[config.mk]
export PLATFORM = sky130hd
export DESIGN_NAME = ins_prefetch
export DESIGN_NICKNAME = d
export VERILOG_FILES = /design/src/rtl/ins_prefetch.sv
export SDC_FILE = /design/constraint.sdc
export NUM_CORES = 1
export LEC_CHECK = 0
export ABC_AREA = 1
export CAP_MARGIN = 20
export CORE_AREA = 4 4 156 158
export CTS_BUF_LIST = sky130_fd_sc_hd__clkbuf_2 sky130_fd_sc_hd__clkbuf_4 sky130_fd_sc_hd__clkbuf_8
export CTS_CLUSTER_SIZE = 28
export DETAILED_ROUTE_END_ITERATION = 16
export DIE_AREA = 0 0 160 162
export DONT_BUFFER_PORTS = 1
export PLACE_DENSITY = 0.87
export SLEW_MARGIN = 10
export SYNTH_ARGS = -nofsm -noshare
export SYNTH_HDL_FRONTEND = slang
export SYNTH_SLANG_ARGS = --single-unit
[constraint.sdc]
create_clock -name clk_i -period 5.3 [get_ports clk_i]
set_input_delay 1.325 -clock clk_i [delete_from_list [all_inputs] [get_ports clk_i]]
set_output_delay 1.325 -clock clk_i [all_outputs]
set_load 0.02 [all_outputs]
[src/rtl/ins_prefetch.sv]
// Instruction prefetch queue between ifetch and the bus arbiter instruction port.
// Issues pipelined Wishbone reads at sequential word addresses, buffers the
// returned words with their byte addresses, and flushes on a PC redirect.
// Acks for requests issued before a redirect are counted in discard and dropped.
module ins_prefetch #(
  parameter int DEPTH  = 4,
  parameter int AWIDTH = 32
) (
  input  logic              clk_i,
  input  logic              rst_i,
  input  logic              pc_set_i,
  input  logic [AWIDTH-1:0] pc_i,
  input  logic              pop_i,
  output logic              valid_o,
  output logic [31:0]       word_o,
  output logic [AWIDTH-1:0] word_adr_o,
  output logic              bus_cyc_o,
  output logic              bus_stb_o,
  output logic [AWIDTH-1:0] bus_adr_o,
  input  logic [31:0]       bus_dat_i,
  input  logic              bus_ack_i,
  input  logic              bus_stall_i
);

  localparam int PW = $clog2(DEPTH);
  localparam int CW = PW + 1;
  localparam logic [CW-1:0]     CNT_ONE  = CW'(1);
  localparam logic [PW-1:0]     PTR_ONE  = PW'(1);
  localparam logic [CW:0]       DEPTH_W  = (CW+1)'(DEPTH);
  localparam logic [AWIDTH-1:0] ADR_STEP = AWIDTH'(4);

  typedef enum logic {
    ST_IDLE  = 1'b0,
    ST_FETCH = 1'b1
  } state_t;

  state_t            state_q, state_d;
  logic [AWIDTH-1:0] fetch_adr_q, fetch_adr_d;
  logic [AWIDTH-1:0] tail_adr_q, tail_adr_d;
  logic [CW-1:0]     count_q, count_d;
  logic [CW-1:0]     outst_q, outst_d;
  logic [CW-1:0]     discard_q, discard_d;
  logic              stb_q, stb_d;
  logic [PW-1:0]     rd_ptr_q, rd_ptr_d;
  logic [PW-1:0]     wr_ptr_q, wr_ptr_d;
  logic [31:0]       data_q [DEPTH];
  logic [31:0]       data_d [DEPTH];
  logic [AWIDTH-1:0] adr_q [DEPTH];
  logic [AWIDTH-1:0] adr_d [DEPTH];

  logic              accept;
  logic              ack_ok;
  logic              ack_drop;
  logic              ack_keep;
  logic              pop_ok;
  logic [AWIDTH-1:0] pc_aligned;
  logic [CW:0]       fill_sum;
  logic [CW:0]       flight_sum;
  logic              unused_pc_low;

  assign unused_pc_low = ^pc_i[1:0];

  // Per-cycle bus and consumer events; stray acks with nothing in flight are ignored.
  always_comb begin
    accept     = stb_q & ~bus_stall_i;
    ack_ok     = bus_ack_i & ((outst_q != '0) | (discard_q != '0));
    ack_drop   = ack_ok & (discard_q != '0);
    ack_keep   = ack_ok & (discard_q == '0);
    pop_ok     = pop_i & valid_o;
    pc_aligned = {pc_i[AWIDTH-1:2], 2'b00};
  end

  // Next-state for queue, counters, fetch FSM and the registered strobe decision.
  always_comb begin
    state_d     = state_q;
    fetch_adr_d = fetch_adr_q;
    tail_adr_d  = tail_adr_q;
    count_d     = count_q;
    outst_d     = outst_q;
    discard_d   = discard_q;
    rd_ptr_d    = rd_ptr_q;
    wr_ptr_d    = wr_ptr_q;
    data_d      = data_q;
    adr_d       = adr_q;

    if (accept) begin
      fetch_adr_d = fetch_adr_q + ADR_STEP;
      outst_d     = outst_q + CNT_ONE;
    end

    // Stale acks always precede live ones, so discard drains first.
    if (ack_drop) begin
      discard_d = discard_q - CNT_ONE;
    end

    if (ack_keep) begin
      outst_d          = outst_d - CNT_ONE;
      data_d[wr_ptr_q] = bus_dat_i;
      adr_d[wr_ptr_q]  = tail_adr_q;
      wr_ptr_d         = wr_ptr_q + PTR_ONE;
      tail_adr_d       = tail_adr_q + ADR_STEP;
      count_d          = count_q + CNT_ONE;
    end

    if (pop_ok) begin
      rd_ptr_d = rd_ptr_q + PTR_ONE;
      count_d  = count_d - CNT_ONE;
    end

    // Redirect wins over pop and enqueue; every read still on the bus becomes stale.
    if (pc_set_i) begin
      state_d     = ST_FETCH;
      fetch_adr_d = pc_aligned;
      tail_adr_d  = pc_aligned;
      count_d     = '0;
      rd_ptr_d    = '0;
      wr_ptr_d    = '0;
      outst_d     = '0;
      discard_d   = discard_q + outst_q + (accept ? CNT_ONE : '0) - (ack_ok ? CNT_ONE : '0);
    end

    fill_sum   = {1'b0, count_d} + {1'b0, outst_d};
    flight_sum = {1'b0, discard_d} + {1'b0, outst_d};
    stb_d      = (state_d == ST_FETCH) && (fill_sum < DEPTH_W) && (flight_sum < DEPTH_W);
  end

  // State registers with asynchronous active-low reset.
  always_ff @(posedge clk_i or negedge rst_i) begin
    if (!rst_i) begin
      state_q     <= ST_IDLE;
      fetch_adr_q <= '0;
      tail_adr_q  <= '0;
      count_q     <= '0;
      outst_q     <= '0;
      discard_q   <= '0;
      stb_q       <= 1'b0;
      rd_ptr_q    <= '0;
      wr_ptr_q    <= '0;
      for (int i = 0; i < DEPTH; i++) begin
        data_q[i] <= '0;
        adr_q[i]  <= '0;
      end
    end else begin
      state_q     <= state_d;
      fetch_adr_q <= fetch_adr_d;
      tail_adr_q  <= tail_adr_d;
      count_q     <= count_d;
      outst_q     <= outst_d;
      discard_q   <= discard_d;
      stb_q       <= stb_d;
      rd_ptr_q    <= rd_ptr_d;
      wr_ptr_q    <= wr_ptr_d;
      data_q      <= data_d;
      adr_q       <= adr_d;
    end
  end

  assign valid_o    = (count_q != '0);
  assign word_o     = data_q[rd_ptr_q];
  assign word_adr_o = adr_q[rd_ptr_q];
  assign bus_stb_o  = stb_q;
  assign bus_adr_o  = fetch_adr_q;
  assign bus_cyc_o  = stb_q | (outst_q != '0) | (discard_q != '0);

  ack_protocol_a: assert property (@(posedge clk_i) disable iff (!rst_i)
    !(bus_ack_i && outst_q == '0 && discard_q == '0));

  credit_a: assert property (@(posedge clk_i) disable iff (!rst_i)
    (({1'b0, count_q} + {1'b0, outst_q}) <= DEPTH_W));

endmodule

==> flow_metrics.py <==
metrics = {
    "outcome": {
        "status": "completed",
    },
    "die": {
        "die_w_um": 160,
        "io_pins": 169,
        "initial_core_util": 0.6824,
        "core_um2": 23120,
        "rows": 56,
        "dieArea_um2": 25920,
        "die_h_um": 162,
    },
    "clock_tree": {
        "post_cts_buffers": 0,
        "clockBufferDepth": 3,
        "post_cts_resized": 0,
        "hold_buffers": 0,
        "cts_tree": "done",
        "clock_sinks": 323,
        "cts.root.buffer_cell": "clkbuf_8",
        "clk_pin_slew_ns": 0.06,
        "clk_latency_ns": 0.58,
        "cts-buffers-inserted": 51,
        "htree_levels": 2,
    },
    "grt": {
        "met2_usage": 0.5158,
        "grt_overflow": 0,
        "grt.total_usage": 0.3091,
        "grt_max_degree": 324,
        "grt_util_met1": 0.3893,
        "busiest_layer": "met2",
        "grt_pass1_wl_mm": 65.25,
        "antenna_found_initial": 0,
        "grt_pass1_vias": 12770,
        "met3_usage": 0.07968,
    },
    "synth": {
        "yosys.area.top_type": "dfrtp_1",
        "synth_seq_cells": 323,
        "muxShareOfSynthArea": 0.09420,
        "yosys.area_share.simple": 0.1705,
        "synth_xor_area_frac": 0.01943,
        "syn_inst": 1768,
        "synth_fa_ha_area_frac": 0.01840,
        "yosys_warnings": 0,
        "synth_top_family_by_area": "simple AND/OR/NAND/NOR gates",
        "syn_area_um2": 15780,
        "synth_compound_area_frac": 0.1305,
        "syn_area_per_cell_um2": 8.925,
        "synth_top_cell_area_share": 0.5123,
        "synth.area.top_cells": "dfrtp_1, mux2_2, nor2_1, nand2_1, o21ai_0",
        "synth-seq-area-share": 0.5123,
        "yosysUniqueCellTypes": 36,
    },
    "timing": {
        "setup_viol": 0,
        "setup_tns_ns": 0,
        "slew_headroom": 0.4209,
        "worst_pin_slew_ns": 0.8667,
        "rsz0062_at_grt": "no",
        "whs_ns": 0.4546,
        "final_max_slew_viol_count": 0,
        "fin_skew_ns": 0.01360,
        "max_freq_mhz": 242.0,
        "hold_viol_final": 0,
        "post-route-min-period_ns": 4.132,
        "fin_crit_sh": 0.7796,
    },
    "min_path": {
        "hp-class": "input port to async pin",
    },
    "setup_path": {
        "required_ns": 3.97,
        "critical_path_class": "flip-flop to output port",
        "max_stage_delay_ns": 0.59,
        "cp.arrival_ns": 2.81,
        "startpoint_type": "flip-flop",
        "reg2reg_slack_ns": 1.99,
        "cp_max_fo": 79,
        "crit_slowest_cell": "dfrtp_4",
        "crit_buf_inv": 2,
        "end_kind": "output port",
        "path_cells": "clkinv_2 > buf_12 > o21ai_0 > o22ai_1",
        "path_delay_family": "buffers and inverters",
    },
    "place": {
        "port_buffers": 0,
        "place_congestion": 1.009,
        "place_hpwl_mm": 26.30,
    },
    "drt": {
        "drt-total-wl_mm": 40.04,
        "vias": 12710,
        "drc_errors": 0,
        "wl_per_cell_um": 19.36,
        "viasPerCell": 6.145,
        "dr.pass1.iters": 5,
        "ant_nets": 0,
        "drtIter0Drc": 1188,
    },
    "finish": {
        "final_cell_mix": "dfrtp_1, nor2_1, nand2_1",
        "sequential_cell_area_um2": 8088,
        "fin_nets": 1836,
        "drive_above_1_share": 0.1406,
        "final_common_cell": "dfrtp_1",
        "fillerInstances": 1704,
        "area_growth_pct": 7.255,
        "multi_input_area_um2": 6863,
        "diodes": 0,
    },
    "power": {
        "ir_worst_vdd_v": 0.0002828,
        "power_density_nw_per_um2": 465.2,
        "power_leakage_nw": 8.191,
    },
    "flow_run": {
        "drv_cap": 0,
    },
}
-- layout make-up --
class | instances | area share
flip-flops and latches | 323 | 0.4779
multi-input cells | 1240 | 0.4055
clock buffers | 81 | 0.05737
inverters | 112 | 0.02492
well taps | 290 | 0.02144
repair buffers | 16 | 0.01005
clock inverters | 6 | 0.002809
-- cells by family after synthesis --
kind of cell | count (synthesis)
mux | 132
other cells | 1
compound gates | 379
buf+inv | 208
flops | 323
simple gates | 668
fa+ha+maj | 22
xor+xnor | 35
-- layer usage --
layer  routed length, um  share of wire
met5                   0              0
met4                1519          0.038
met3                3391          0.085
met2               19260           0.48
met1               15860           0.40
-- through the flow --
| stage | util | setup WS [ns] | area [um2] | power, mW | std cells |
|---|---|---|---|---|---|
| global placement | 0.6879 | 1.324 | 15910 | 5.671 | 1981 |
| finish | 0.7319 | 1.168 | 16920 | 7.873 | 2068 |
| CTS | 0.7319 | 1.188 | 16920 | 7.906 | 2068 |
| global route | 0.7319 | 1.070 | 16920 | 8.334 | 2068 |
| detailed placement | 0.6879 | 1.265 | 15910 | 5.796 | 1981 |
| floorplan | - | 1.749 | 15790 | 5.203 | 1771 |
-- state kept, by name (all words and copies together), names as in the netlist --
register    cells
adr_q         120
bus_adr_o      30
state_q         1
discard_q       3
rd_ptr_q        2
count_q         3
data_q        128
bus_stb_o       1
tail_adr_q     30
wr_ptr_q        2
outst_q         3
-- final timing paths --
path | cells past startpoint | from | end
setup / recovery | 4 | rd_ptr_q[0] | word_adr_o[24]
hold / removal | 0 | rst_i | data_q[36]
setup reg to reg | 16 | outst_q[0] | bus_stb_o
hold reg to reg | 1 | state_q | state_q
max in group asynchronous | 0 | rst_i | tail_adr_q[16]
min in group clk_i | 1 | state_q | state_q
-- Yosys cell counts --
cell type and n:
a21oi_1 123, a22oi_1 1, a31oi_1 2, buf_1 2, buf_2 30, buf_4 11
clkbuf_1 53, clkinv_1 2, conb_1 1, dfrtp_1 323, fa_1 2, ha_1 20
inv_1 108, inv_2 2, mux2_1 1, mux2_2 131, nand2_1 241, nand2_2 1
nand3_1 60, nand3_2 1, nand3b_1 2, nand4_1 7, nor2_1 318, nor2_2 4
nor2_4 2, nor3_1 26, nor3b_1 1, nor4_1 2, o211ai_1 19, o21a_1 2
o21ai_0 162, o221ai_1 7, o22ai_1 63, or2_2 3, xnor2_1 4, xor2_1 31
-- report_power, final --
| part | total [mW] | internal [mW] | leakage [nW] | switching, mW |
|---|---|---|---|---|
| combinational | 2.56 | 0.745 | 3.35 | 1.82 |
| sequential | 3.21 | 2.85 | 4.30 | 0.366 |
| clock | 2.10 | 1.16 | 0.546 | 0.942 |
Power figures use the tool's default switching activity.
